<file path="src/rtl/instr_sequencer.sv">
// Multi-cycle FETCH/DECODE/EXEC/MEM/WB sequencer for the CPU datapath.
// Handshakes with imem, dmem and multiplier; sticky FAULT on timeout.
module instr_sequencer #(
    parameter int TIMEOUT = 15,
    parameter int TO_W    = 4,
    parameter int CNT_W   = 16
) (
    input  logic             clk,
    input  logic             rst_n,
    input  logic             run,
    input  logic [3:0]       OP,
    input  logic             jump,
    input  logic             branch,
    input  logic             WriteMem,
    input  logic             WriteReg,
    input  logic             MemToReg,
    input  logic             WrFlag,
    input  logic             imem_ack,
    input  logic             dmem_ack,
    input  logic             mul_done,
    output logic             imem_req,
    output logic             ir_load,
    output logic             dmem_req,
    output logic             dmem_we,
    output logic             mul_start,
    output logic             reg_we,
    output logic             flag_we,
    output logic             pc_load,
    output logic [1:0]       pc_sel,
    output logic             busy,
    output logic             fault,
    output logic [2:0]       state,
    output logic [CNT_W-1:0] instr_cnt
);

    localparam logic [2:0] S_IDLE   = 3'd0;
    localparam logic [2:0] S_FETCH  = 3'd1;
    localparam logic [2:0] S_DECODE = 3'd2;
    localparam logic [2:0] S_EXEC   = 3'd3;
    localparam logic [2:0] S_MEM    = 3'd4;
    localparam logic [2:0] S_WB     = 3'd5;
    localparam logic [2:0] S_FAULT  = 3'd7;

    localparam logic [TO_W-1:0] TO_LAST = TO_W'(TIMEOUT - 1);

    logic [2:0]       state_q, state_d;
    logic [TO_W-1:0]  wait_q, wait_d;
    logic [CNT_W-1:0] cnt_q, cnt_d;
    logic [3:0]       op_q, op_d;
    logic             wm_q, wm_d;
    logic             wr_q, wr_d;
    logic             mtr_q, mtr_d;
    logic             wf_q, wf_d;
    logic             awaiting, got_ack, finish;
    logic             is_mul, is_jmp, is_br, is_mem;

    // jump is redundant with the opcode decode of 0111
    logic unused_jump;
    assign unused_jump = jump;

    assign is_mul = (op_q == 4'b1111);
    assign is_jmp = (op_q == 4'b0111);
    assign is_br  = (op_q == 4'b1101) || (op_q == 4'b1110);
    assign is_mem = (op_q == 4'b1011) || (op_q == 4'b1100);

    always_comb begin
        state_d   = state_q;
        wait_d    = '0;
        cnt_d     = cnt_q;
        awaiting  = 1'b0;
        got_ack   = 1'b0;
        finish    = 1'b0;
        imem_req  = 1'b0;
        ir_load   = 1'b0;
        dmem_req  = 1'b0;
        dmem_we   = 1'b0;
        mul_start = 1'b0;
        reg_we    = 1'b0;
        flag_we   = 1'b0;
        pc_load   = 1'b0;
        pc_sel    = 2'b00;
        fault     = 1'b0;
        unique case (state_q)
            S_IDLE: begin
                if (run) state_d = S_FETCH;
            end
            S_FETCH: begin
                imem_req = 1'b1;
                awaiting = 1'b1;
                got_ack  = imem_ack;
                if (imem_ack) begin
                    ir_load = 1'b1;
                    state_d = S_DECODE;
                end
            end
            S_DECODE: state_d = S_EXEC;
            S_EXEC: begin
                if (is_mul) begin
                    // counter is zero only in the first EXEC cycle
                    mul_start = (wait_q == '0);
                    awaiting  = 1'b1;
                    got_ack   = mul_done;
                    if (mul_done) state_d = S_WB;
                end else if (is_jmp) begin
                    pc_load = 1'b1;
                    pc_sel  = 2'b10;
                    finish  = 1'b1;
                end else if (is_br) begin
                    pc_load = 1'b1;
                    pc_sel  = branch ? 2'b01 : 2'b00;
                    finish  = 1'b1;
                end else if (is_mem) begin
                    state_d = S_MEM;
                end else begin
                    state_d = S_WB;
                end
            end
            S_MEM: begin
                dmem_req = 1'b1;
                dmem_we  = wm_q;
                awaiting = 1'b1;
                got_ack  = dmem_ack;
                if (dmem_ack) begin
                    if (mtr_q) begin
                        state_d = S_WB;
                    end else begin
                        pc_load = 1'b1;
                        finish  = 1'b1;
                    end
                end
            end
            S_WB: begin
                reg_we  = wr_q;
                flag_we = wf_q;
                pc_load = 1'b1;
                finish  = 1'b1;
            end
            S_FAULT: fault = 1'b1;
            default: state_d = S_FAULT;
        endcase
        if (awaiting && !got_ack) begin
            if (wait_q == TO_LAST) state_d = S_FAULT;
            else                   wait_d  = wait_q + 1'b1;
        end
        if (finish) begin
            cnt_d   = cnt_q + 1'b1;
            state_d = run ? S_FETCH : S_IDLE;
        end
    end

    always_comb begin
        op_d  = op_q;
        wm_d  = wm_q;
        wr_d  = wr_q;
        mtr_d = mtr_q;
        wf_d  = wf_q;
        if (state_q == S_DECODE) begin
            op_d  = OP;
            wm_d  = WriteMem;
            wr_d  = WriteReg;
            mtr_d = MemToReg;
            wf_d  = WrFlag;
        end
    end

    always_ff @(posedge clk or negedge rst_n) begin
        if (!rst_n) begin
            state_q <= S_IDLE;
            wait_q  <= '0;
            cnt_q   <= '0;
            op_q    <= '0;
            wm_q    <= 1'b0;
            wr_q    <= 1'b0;
            mtr_q   <= 1'b0;
            wf_q    <= 1'b0;
        end else begin
            state_q <= state_d;
            wait_q  <= wait_d;
            cnt_q   <= cnt_d;
            op_q    <= op_d;
            wm_q    <= wm_d;
            wr_q    <= wr_d;
            mtr_q   <= mtr_d;
            wf_q    <= wf_d;
        end
    end

    assign busy      = (state_q != S_IDLE) && (state_q != S_FAULT);
    assign state     = state_q;
    assign instr_cnt = cnt_q;

endmodule

</file>
<file path="config.mk">
export PLATFORM = sky130hd
export DESIGN_NAME = instr_sequencer
export DESIGN_NICKNAME = d
export VERILOG_FILES = /design/src/rtl/instr_sequencer.sv
export SDC_FILE = /design/constraint.sdc
export NUM_CORES = 1
export LEC_CHECK = 0
export CAP_MARGIN = 25
export CORE_MARGIN = 2
export CORE_UTILIZATION = 48
export DETAILED_ROUTE_END_ITERATION = 7
export PLACE_DENSITY = 0.8
export SLEW_MARGIN = 20
export SYNTH_ARGS = -nofsm -noshare
export SYNTH_HDL_FRONTEND = slang
export SYNTH_SLANG_ARGS = --single-unit
</file>
<file path="constraint.sdc">
create_clock -name clk -period 2.31 [get_ports clk]
set_input_delay 0.693 -clock clk [delete_from_list [all_inputs] [get_ports clk]]
set_output_delay 0.693 -clock clk [all_outputs]
set_load 0.02 [all_outputs]
</file>
Word-level counts from Yosys, hierarchy flattened
Index checks and enable logic that the tools add are counted.
{"block": "op_classes", "addsub": 2, "multipliers": 0, "n_div": 0, "magnitude_cmp": 0, "eq_ne": 14, "shift": 0, "mux": 41, "n_bitwise": 0, "n_reduce_logical": 10}
{"cell": "3-bit two-way mux", "n": 11}
{"cell": "4-bit equality test (second input constant)", "n": 6}
{"cell": "1-bit two-way mux", "n": 21}
{"cell": "3-bit case mux with 6 select lines", "n": 1}
{"cell": "16-bit by 1-bit adder with 16-bit output (second input constant)", "n": 1}
{"cell": "3-bit equality test (second input constant)", "n": 3}
{"cell": "4-bit two-way mux", "n": 2}
{"cell": "3-bit by 2-bit equality test with 1-bit output (second input constant)", "n": 2}
{"cell": "2-bit two-way mux", "n": 3}
{"cell": "1-bit case mux with 3 select lines", "n": 2}
{"cell": "4-bit by 1-bit adder with 4-bit output (second input constant)", "n": 1}
{"cell": "4-bit by 3-bit equality test with 1-bit output (second input constant)", "n": 1}
{"cell": "4-bit zero test", "n": 1}
{"cell": "2-bit OR reduction", "n": 2}
{"cell": "3-bit by 1-bit equality test with 1-bit output (second input constant)", "n": 1}
{"cell": "3-bit zero test", "n": 1}
{"cell": "3-bit inequality test (second input constant)", "n": 1}
{"cell": "3-bit nonzero test", "n": 1}
{"cell": "1-bit logical AND", "n": 2}
{"cell": "1-bit logical OR", "n": 2}
{"cell": "1-bit case mux with 2 select lines", "n": 1}
{"cell": "1-bit zero test", "n": 1}
{"block": "word_totals", "ff_bits": 31, "latch_bits": 0, "ram_bits": 0, "romBits": 0, "inputBits": 16, "mem_count": 0}

Logic depth before layout (Yosys ltp)
Gate-level depths: netlist (run 1).
{"block": "depth", "word_depth": 10, "ltp_mapped": 6}

Worst setup path after synthesis (run 1)
OpenSTA, ideal clock, no wires.
{"block": "synth_path", "kind": "reg2out", "start": "register state_q[2] (netlist: state[2])", "end": "output port mul_start", "arrival_ns": 1.684, "required_time_ns": 1.617, "slack_ns": -0.067, "stages_incl_launch_ff": 4, "path_buffers": 0, "cell_sequence": "dfrtp_1 -> nand4b_1 -> nand2b_1 -> nor4b_1"}
{"block": "synth_between", "elab_chain_cells": 2}
{"item": "start, declared", "line_no": "46", "source": "logic [2:0] state_q, state_d;"}
{"item": "start signal, assigned", "line_no": "177", "source": "state_q <= state_d;"}
{"item": "3-bit by 2-bit equality test with 1-bit output", "line_no": "83", "source": "unique case (state_q)"}
{"item": "1-bit two-way mux", "line_no": "83"}
{"item": "end, declared", "line_no": "25", "source": "output logic mul_start,"}
Every way passes these cells.

Final worst setup path (run 1)
Ends and elaborated chain as after synthesis.

==> results.md, run 1 <==
* Status: finished, final reports clean
* RSZ-0062 raised after global routing: yes
* Final Hold Fails at 0
* Post-route cell area at ~2400 sq um
* Drt first pass iters at 4
* Hold_buf cts at 0
* Placed Instances at 263
* Final WL at ~4.1 mm
* CP Capture Type: primary output
* Clk slew on worst S/H paths at roughly 0.1 ns
* Commonest non-fill, non-tap cell in the layout: dfrtp_1
* Synth top area share at 0.453
* Post-Synthesis Cell Area at between 1500 and 2000 sq um
* Sinks on Clock Net at 31
* Antenna diodes at 0
* Ys flop type: dfrtp_1
* Clk_lat worst skew at ~0.34 ns
* Layout cells sized above 1 at 0.261
* First-pass GRT wire length at just under 7 mm
* Crit path launch type: register
* Kind of critical path: register to primary output
* Max IR drop VDD at between 0.6 and 0.7 mV
* Syn Nets at around 180
* Cell Count, Final, Fillers Out at between 200 and 300
* Initial Util at 0.505
* Port bufs at 45
* Clock Root Buffer: clkbuf_4
* Final ANT Viol Nets at 0
* Worst-path fanout max at 3
* Worst hold stages at 1
* Die Wd at 63.7 um
* Total Routing Usage GR at 0.218
* Slew Limit Fails at 0
* Largest net degree at the start of global routing at 32
* CTS H-tree lvls at 2
* FF+latch count, synth at 31
* Gr ovfl total at 0
* Vias in the first global route at 1507
* Top cells by area, synth: dfrtp_1 45%, xnor2_1 8.7%, mux2_2 5.3%
* Pre-CTS setup slack at -0.547 ns
* Area of the die at slightly above 4000 sq um
* Synth-to-Final Area Change at 39.0%
* Placement Rows at 21
* Core Box Area at between 3000 and 4000 sq um
* Tcrit/Tclk final at 0.991
* Max cap viols at 0
* Num CTS Buffers at 5
* Final total power at around 0.0025 W
* Post-Syn Area per Cell at about 11 sq um
* Async S/R FF share, synth at 1.00
* Fill count at 241
* Most frequent cells in the layout: 31 x dfrtp_1, 30 x clkdlybuf4s50_1, 26 x buf_4
* CTS tree: yes
* Sequential share of the synthesized area at 0.453
* Total Nets Final at about 250
* CTS max path bufs at 2
* Dpl hpwl at approximately 2.9 mm
* I/O pin total at between 40 and 50
* Number of synthesized flops with an enable pin at 0
* Worst r2r path cells at 6
* Residual DRC count at 0
* Initial antenna violation count at 0
* Routed vias/inst at between 5 and 6
* 1st-iter DRT viols at 36
* Lkg Pwr at approximately 1.0 nW
* Synth area leader: dfrtp_1
* Fin crit period at 2.29 ns
* Placer Congestion at approximately 0.86
* Worst slew margin at 0.738
* Yosys warnings at 0
* Clock skew at between 0.01 and 0.015 ns
* DP Area at 2330 sq um
* Worst Max-Slew Pin Slew at ~0.39 ns
* Wirelength per Cell at about 15 um
* Final setup fails at 0
* Fmax at between 400 and 500 MHz
* Worst Path Required at 1.62 ns
* Min-Delay Path Class: register to register
* P per Cell Area at around 1100 nW/um^2
* Vias at 1479
* Distinct cells, synth at 41
* Worst hold margin at roughly 0.48 ns
* Arr. time, crit path at between 1.5 and 2 ns
* Synth Instances at approximately 160
* PnR worst setup slack at 0.0210 ns
* Die height at approximately 64 um
stage by stage:
step	TNS (ns)	utilization
after floorplan	0	-
after global placement	-1.25	0.687
after detailed placement	-1.25	0.687
after CTS	-0.0143	0.697
after global routing	-0.0943	0.702
final	0	0.702
metal layers:
metal | GRT usage | part of all wire | up-vias | routed length, um
met4 | 0.101 | 0.026 | 0 | 105
li1 | - | - | 713 | -
met2 | 0.358 | 0.49 | 44 | 1980
met5 | 0 | 0 | - | 0
met1 | 0.268 | 0.44 | 710 | 1790
met3 | 0.0581 | 0.045 | 12 | 183
logic make-up after synthesis:
family	synth area share
AND/OR/NAND/NOR	0.176
AO/OA/AOI/OAI	0.143
flip-flops	0.453
XOR/XNOR	0.0972
buffers and inverters	0.0424
multiplexers	0.0592
adder cells (fa/ha/maj)	0.0292
path summary, 6_finish.rpt:
path	slack, ns	from	to
max in group asynchronous	1.27	rst_n	wait_q[0]$_DFF_PN0_
setup / recovery	0.02	state[2]$_DFF_PN0_	mul_start
hold reg to reg	0.48	instr_cnt[15]$_DFFE_PN0P_	instr_cnt[15]$_DFFE_PN0P_
hold / removal	0.48	instr_cnt[15]$_DFFE_PN0P_	instr_cnt[15]$_DFFE_PN0P_
min in group asynchronous	0.74	rst_n	instr_cnt[15]$_DFFE_PN0P_
setup reg to reg	0.67	state[2]$_DFF_PN0_	instr_cnt[1]$_DFFE_PN0P_
synth_stat cells, types with 3 or more instances:
library cell	n
xnor2_1	17
nand3_1	3
nor3_1	4
nand2b_1	6
and2_1	3
and4_1	3
nand4_1	3
o211ai_1	6
inv_1	5
nor2_1	10
o2111ai_1	6
a21oi_1	3
mux2_2	8
and3_1	9
o21ai_1	3
ha_1	4
dfrtp_1	31
clkbuf_1	5
flip-flops by register name (all words and copies together), names as in the netlist:
register   cells
state          3
wm_q           1
wait_q         4
wf_q           1
mtr_q          1
wr_q           1
instr_cnt     16
op_q           4
area by class of cell:
type | count | area, sq um | share of cell area
clock buffers | 6 | 41.3 | 0.0173
clock inverters | 2 | 12.5 | 0.00525
inverters | 6 | 22.5 | 0.00946
multi-input cells | 115 | 901 | 0.378
flip-flops and latches | 31 | 776 | 0.326
well taps | 46 | 57.6 | 0.0242
repair buffers | 66 | 571 | 0.240
where the power goes:
part           total, W  switching [W]  internal, W  leakage [nW]
logic           0.00138       0.000713     0.000663         0.618
clock network  0.000306       0.000188     0.000117        0.0282
registers      0.000859       0.000162     0.000698         0.402
total           0.00254        0.00106      0.00148          1.05
timing repair:
item                       4_1_cts  5_1_grt
hold endpoints to repair         0        0
setup endpoints to repair       13       12
setup buffers                    0        1
pin swaps                        2        3
gates resized for setup         42       20
worst max-delay path, cell delays in order (launching register included):
cell and delay, ns:
dfrtp_1 0.41, nand4b_1 0.28, nand2b_4 0.20, nor4b_2 0.20
buf_4 0.18
Note: power is estimated with default switching activity, not from simulation.
==> run 2: changes to the inputs <==
Settings changed: PLACE_DENSITY 0.8 to 0.83.
==> results.md, run 2 (synthesis gave the netlist of run 1 again) <==
* Fin crit period at roughly 2.3 ns
* Worst r2r path cells at 6
* Kind of critical path: register to primary output
* Total Nets Final at 243
* Hold_sp: instr_cnt[15]$_DFFE_PN0P_
* Final WL at 4.15 mm
* Residual DRC count at 0
* Placer Congestion at approximately 0.88
* Vias in the first global route at about 1600
* Die height at about 64 um
* Final total power at 0.00252 W
* Slowest CP cell: dfrtp_1
* Hold_buf cts at 0
* RSZ-0062 raised after global routing: yes
* CTS H-tree lvls at 2
* Core Box Area at ~3400 sq um
* Port bufs at 45
* Setup Fix Bufs, Post-CTS at 0
* Clock Root Buffer: clkbuf_4
* Arr. time, crit path at 1.60 ns
* P per Cell Area at between 1000 and 1500 nW/um^2
* Pre-CTS setup slack at -0.543 ns
* CP top delay family: simple AND/OR/NAND/NOR gates
* PnR worst setup slack at between 0.02 and 0.025 ns
* CTS tree: yes
* Tcrit/Tclk final at 0.991
* Slew Limit Fails at 0
* Drt first pass iters at 4
* Worst hold margin at between 0.4 and 0.5 ns
* Layout cells sized above 1 at 0.214
* Final Hold Fails at 0
* Cell Count, Final, Fillers Out at between 200 and 300
* Fmax at between 400 and 500 MHz
* Most frequent cells in the layout: 31 x clkdlybuf4s50_1, 31 x dfrtp_1, 20 x buf_4
* Num CTS Buffers at 5
* Initial antenna violation count at 0
* Min-Delay Path Class: register to register
* Initial Util at 0.505
* Worst Path Required at ~1.6 ns
* CP Capture Type: primary output
* Vias at 1516
* Max IR drop VDD at about 0.55 mV
* CTS max path bufs at 2
* Largest register FFs at 16
* Status: finished, final reports clean
* Wirelength per Cell at roughly 15 um
* Critical path, cell by cell: nand4b_1, nand2b_4, nor4b_2, buf_2
* Routed vias/inst at ~5.6
* Clk_lat worst skew at between 0.3 and 0.4 ns
* Die Wd at 63.7 um
* Max cap viols at 0
* Lkg Pwr at ~1.1 nW
* Worst hold stages at 1
* Clock skew at 0.0119 ns
* Crit path launch type: register
* Total Routing Usage GR at 0.218
* Final ANT Viol Nets at 0
* Worst-path fanout max at 3
* Synth-to-Final Area Change at 38.3%
* R2R Path End: instr_cnt[1]$_DFFE_PN0P_
* Antenna diodes at 0
* Final setup fails at 0
* Sinks on Clock Net at 31
* 1st-iter DRT viols at 38
* Setup_tns at 0 ns
* Area of the die at 4060 sq um
* Worst Max-Slew Pin Slew at between 0.3 and 0.4 ns
* R2r startpoint: op_q[3]$_DFFE_PN0P_
* WHS Endpoint: instr_cnt[15]$_DFFE_PN0P_
* Gr ovfl total at 0
* R2R setup slack at just over 0.6 ns
* Dpl hpwl at 3.08 mm
* Buffers & Inverters on Critical Path at 1
* I/O pin total at 47
* Largest net degree at the start of global routing at 32
* Critical Path Max Stage Delay at between 0.3 and 0.4 ns
* Placement Rows at 21
* Clk slew on worst S/H paths at 0.09 ns
* First-pass GRT wire length at roughly 7.0 mm
* Placed Instances at 262
* Worst slew margin at 0.737
run 2: cell type report:
cell class                 instances  area (sq um)
timing repair buffer              64           573
inverter                           6          22.5
clock buffer                       7          45.0
fill                             252          1020
clock inverter                     1          5.00
sequential                        31           776
multi-input combinational        115           891
tap                               46          57.6
run 2: worst register-to-register path: stages, from the launching register on:
cell      delay (ns)
dfrtp_1         0.47
xnor2_1         0.20
a211oi_4        0.30
nor2_2          0.08
inv_2           0.07
buf_4           0.13
mux2_1          0.32
run 2: power by group:
group	internal (W)	leakage [nW]	switching, W	total, W
clock	0.000118	0.0293	0.000172	0.000291
combinational	0.000652	0.621	0.000711	0.00136
sequential	0.000698	0.402	0.000166	0.000863
run 2: through the flow:
stage,instance area (sq um),util
after global routing,2370,0.699
final,2370,0.699
after global placement,2320,0.684
after CTS,2350,0.695
after floorplan,1720,-
after detailed placement,2320,0.684
run 2: what timing repair did:
| action | in CTS | in global routing |
|---|---|---|
| endpoints found under the setup margin | 12 | 9 |
| pin swaps | 1 | 2 |
| endpoints found under the hold margin | 0 | 0 |
| resized for setup | 33 | 13 |
run 2: per-layer routing:
layer  share of wire  track usage
met4           0.021       0.0951
met1            0.42        0.263
met3           0.039       0.0423
met2            0.52        0.379
met5               0            0
run 2: worst max-delay path by stage:
stage / from / endpoint / slack [ns] / depth (start not counted)
2_1_floorplan: state[2]$_DFF_PN0_ / ir_load / 0.17 / 4
3_3_place_gp: dmem_ack / pc_load / -0.55 / 6
3_5_place_dp: dmem_ack / pc_load / -0.54 / 6
4_1_cts: dmem_ack / pc_load / -0.07 / 6
5_1_grt: state[2]$_DFF_PN0_ / mul_start / -0.04 / 4
6_report: state[2]$_DFF_PN0_ / mul_start / 0.02 / 4
==> run 3: changes to the inputs <==
Settings changed: SKIP_LAST_GASP set to 1.
==> results.md, run 3 (synthesis gave the netlist of run 1 again) <==
* Status: finished, final reports clean
* Critical path, cell by cell: nand4b_1, nand2b_1, nor4b_2, buf_4
* Final Hold Fails at 0
* Port bufs at 45
* Final WL at around 4.2 mm
* Crit path launch type: register
* R2R setup slack at between 0.5 and 0.6 ns
* Num CTS Buffers at 5
* Clock Root Buffer: clkbuf_4
* Most frequent cells in the layout: 31 x clkdlybuf4s50_1, 31 x dfrtp_1, 22 x buf_4
* Slowest CP cell: dfrtp_1
* Max cap viols at 0
* Critical Path Max Stage Delay at slightly below 0.4 ns
* Cell Count, Final, Fillers Out at 272
* CP Capture Type: primary output
* Drt first pass iters at 4
* Worst-path fanout max at 3
* Critical Path Source: state[2]$_DFF_PN0_
* Clk slew on worst S/H paths at 0.10 ns
* Dpl hpwl at ~3 mm
* Initial Util at 0.505
* Vias at approximately 1500
* Die Wd at approximately 64 um
* Worst slew margin at 0.742
* Sinks on Clock Net at 31
* 1st-iter DRT viols at 33
* CTS H-tree lvls at 2
* Hold_buf cts at 0
* Setup_tns at 0 ns
* Worst Max-Slew Pin Slew at ~0.39 ns
* Clock skew at between 0.01 and 0.015 ns
* Total Nets Final at 245
* RSZ-0062 raised after global routing: yes
* Total Routing Usage GR at 0.219
* Slew Limit Fails at 0
* Fin crit period at 2.29 ns
* Synth-to-Final Area Change at 38.3%
* Layout cells sized above 1 at 0.217
* Min-Delay Path Class: register to register
* Worst Path Required at roughly 1.6 ns
* Worst r2r path cells at 7
* Vias in the first global route at 1556
* R2R Path End: instr_cnt[1]$_DFFE_PN0P_
* Routed vias/inst at approximately 5.5
* Critical path destination: mul_start
* Area of the die at between 4000 and 5000 sq um
* Final ANT Viol Nets at 0
* Initial antenna violation count at 0
* Largest net degree at the start of global routing at 32
* CTS max path bufs at 2
* R2r startpoint: state[2]$_DFF_PN0_
* Largest register FFs at 16
* Clk_lat worst skew at ~0.33 ns
* Final core occ at 0.699
* Tcrit/Tclk final at 0.993
* Die height at roughly 64 um
* Placed Instances at between 200 and 300
* Residual DRC count at 0
* Antenna diodes at 0
* Final setup fails at 0
* Kind of critical path: register to primary output
* I/O pin total at 47
* Gr ovfl total at 0
* Wirelength per Cell at roughly 16 um
* Placer Congestion at 0.880
* Core Box Area at 3390 sq um
* First-pass GRT wire length at 6.97 mm
* Arr. time, crit path at approximately 1.6 ns
* P per Cell Area at 1070 nW/um^2
* Max IR drop VDD at roughly 0.56 mV
* Lkg Pwr at 1.05 nW
* Fill count at roughly 250
* Fmax at ~440 MHz
* Placement Rows at 21
* CTS tree: yes
-- run 3: changes by cell type in the layout (fill, tap and decap cells not counted), sizes merged --
cell,previous run,this run
buf,25,27
clkbuf,7,8
clkdlybuf4s15,3,2
-- run 3: worst min-delay path by stage --
stage,slack (ns),to,cells after the start,start
final,0.48,instr_cnt[15]$_DFFE_PN0P_,1,instr_cnt[15]$_DFFE_PN0P_
after global routing,0.52,instr_cnt[15]$_DFFE_PN0P_,1,instr_cnt[15]$_DFFE_PN0P_
after CTS,0.48,instr_cnt[15]$_DFFE_PN0P_,1,instr_cnt[15]$_DFFE_PN0P_
after detailed placement,0.47,instr_cnt[15]$_DFFE_PN0P_,1,instr_cnt[15]$_DFFE_PN0P_
after global placement,0.46,instr_cnt[15]$_DFFE_PN0P_,1,instr_cnt[15]$_DFFE_PN0P_
after floorplan,0.40,instr_cnt[0]$_DFFE_PN0P_,0,rst_n
-- run 3: worst max-delay path, delay by kind of cell, from the launching register on --
kind,cells,cell delay (ns)
buf+inv,1,0.19
flops,1,0.39
simple gates,3,0.68
-- run 3: layer usage --
metal	vias up	global-route usage	share of wire
met3	6	0.0423	0.042
li1	711	-	-
met2	46	0.384	0.51
met1	744	0.261	0.43
met4	0	0.0951	0.016
met5	-	0	0
-- run 3: per-stage QoR --
step / area [sq um] / power [W] / hold WS [ns] / worst slack, ns
after global placement: 2320 / 0.00217 / 0.462 / -0.546
after global routing: 2370 / 0.00268 / 0.516 / -0.0418
final: 2370 / 0.00252 / 0.480 / 0.0173
after floorplan: 1720 / 0.00164 / 0.397 / 0.170
after detailed placement: 2320 / 0.00223 / 0.467 / -0.543
after CTS: 2360 / 0.00249 / 0.485 / -0.242
-- run 3: area by class of cell --
class                   count  area [sq um]  area share
clock buffers               7          45.0      0.0190
clock inverters             1          5.00     0.00211
inverters                   6          22.5     0.00950
multi-input cells         115           881       0.372
flip-flops and latches     31           776       0.327
well taps                  46          57.6      0.0243
repair buffers             66           583       0.246
-- run 3: timing repair --
| item | 4_1_cts | 5_1_grt |
|---|---|---|
| pin swaps | 0 | 2 |
| hold endpoints to repair | 0 | 0 |
| buffers inserted | 0 | 2 |
| endpoints found under the setup margin | 12 | 9 |
| gates resized for setup | 28 | 17 |
-- run 3: report_power, final --
| group | total [W] | switching [W] | internal, W | leakage (nW) |
|---|---|---|---|---|
| Combinational | 0.00136 | 0.000714 | 0.000650 | 0.619 |
| Sequential | 0.000864 | 0.000167 | 0.000697 | 0.402 |
| Clock | 0.000296 | 0.000178 | 0.000118 | 0.0293 |
| Total | 0.00252 | 0.00106 | 0.00147 | 1.05 |
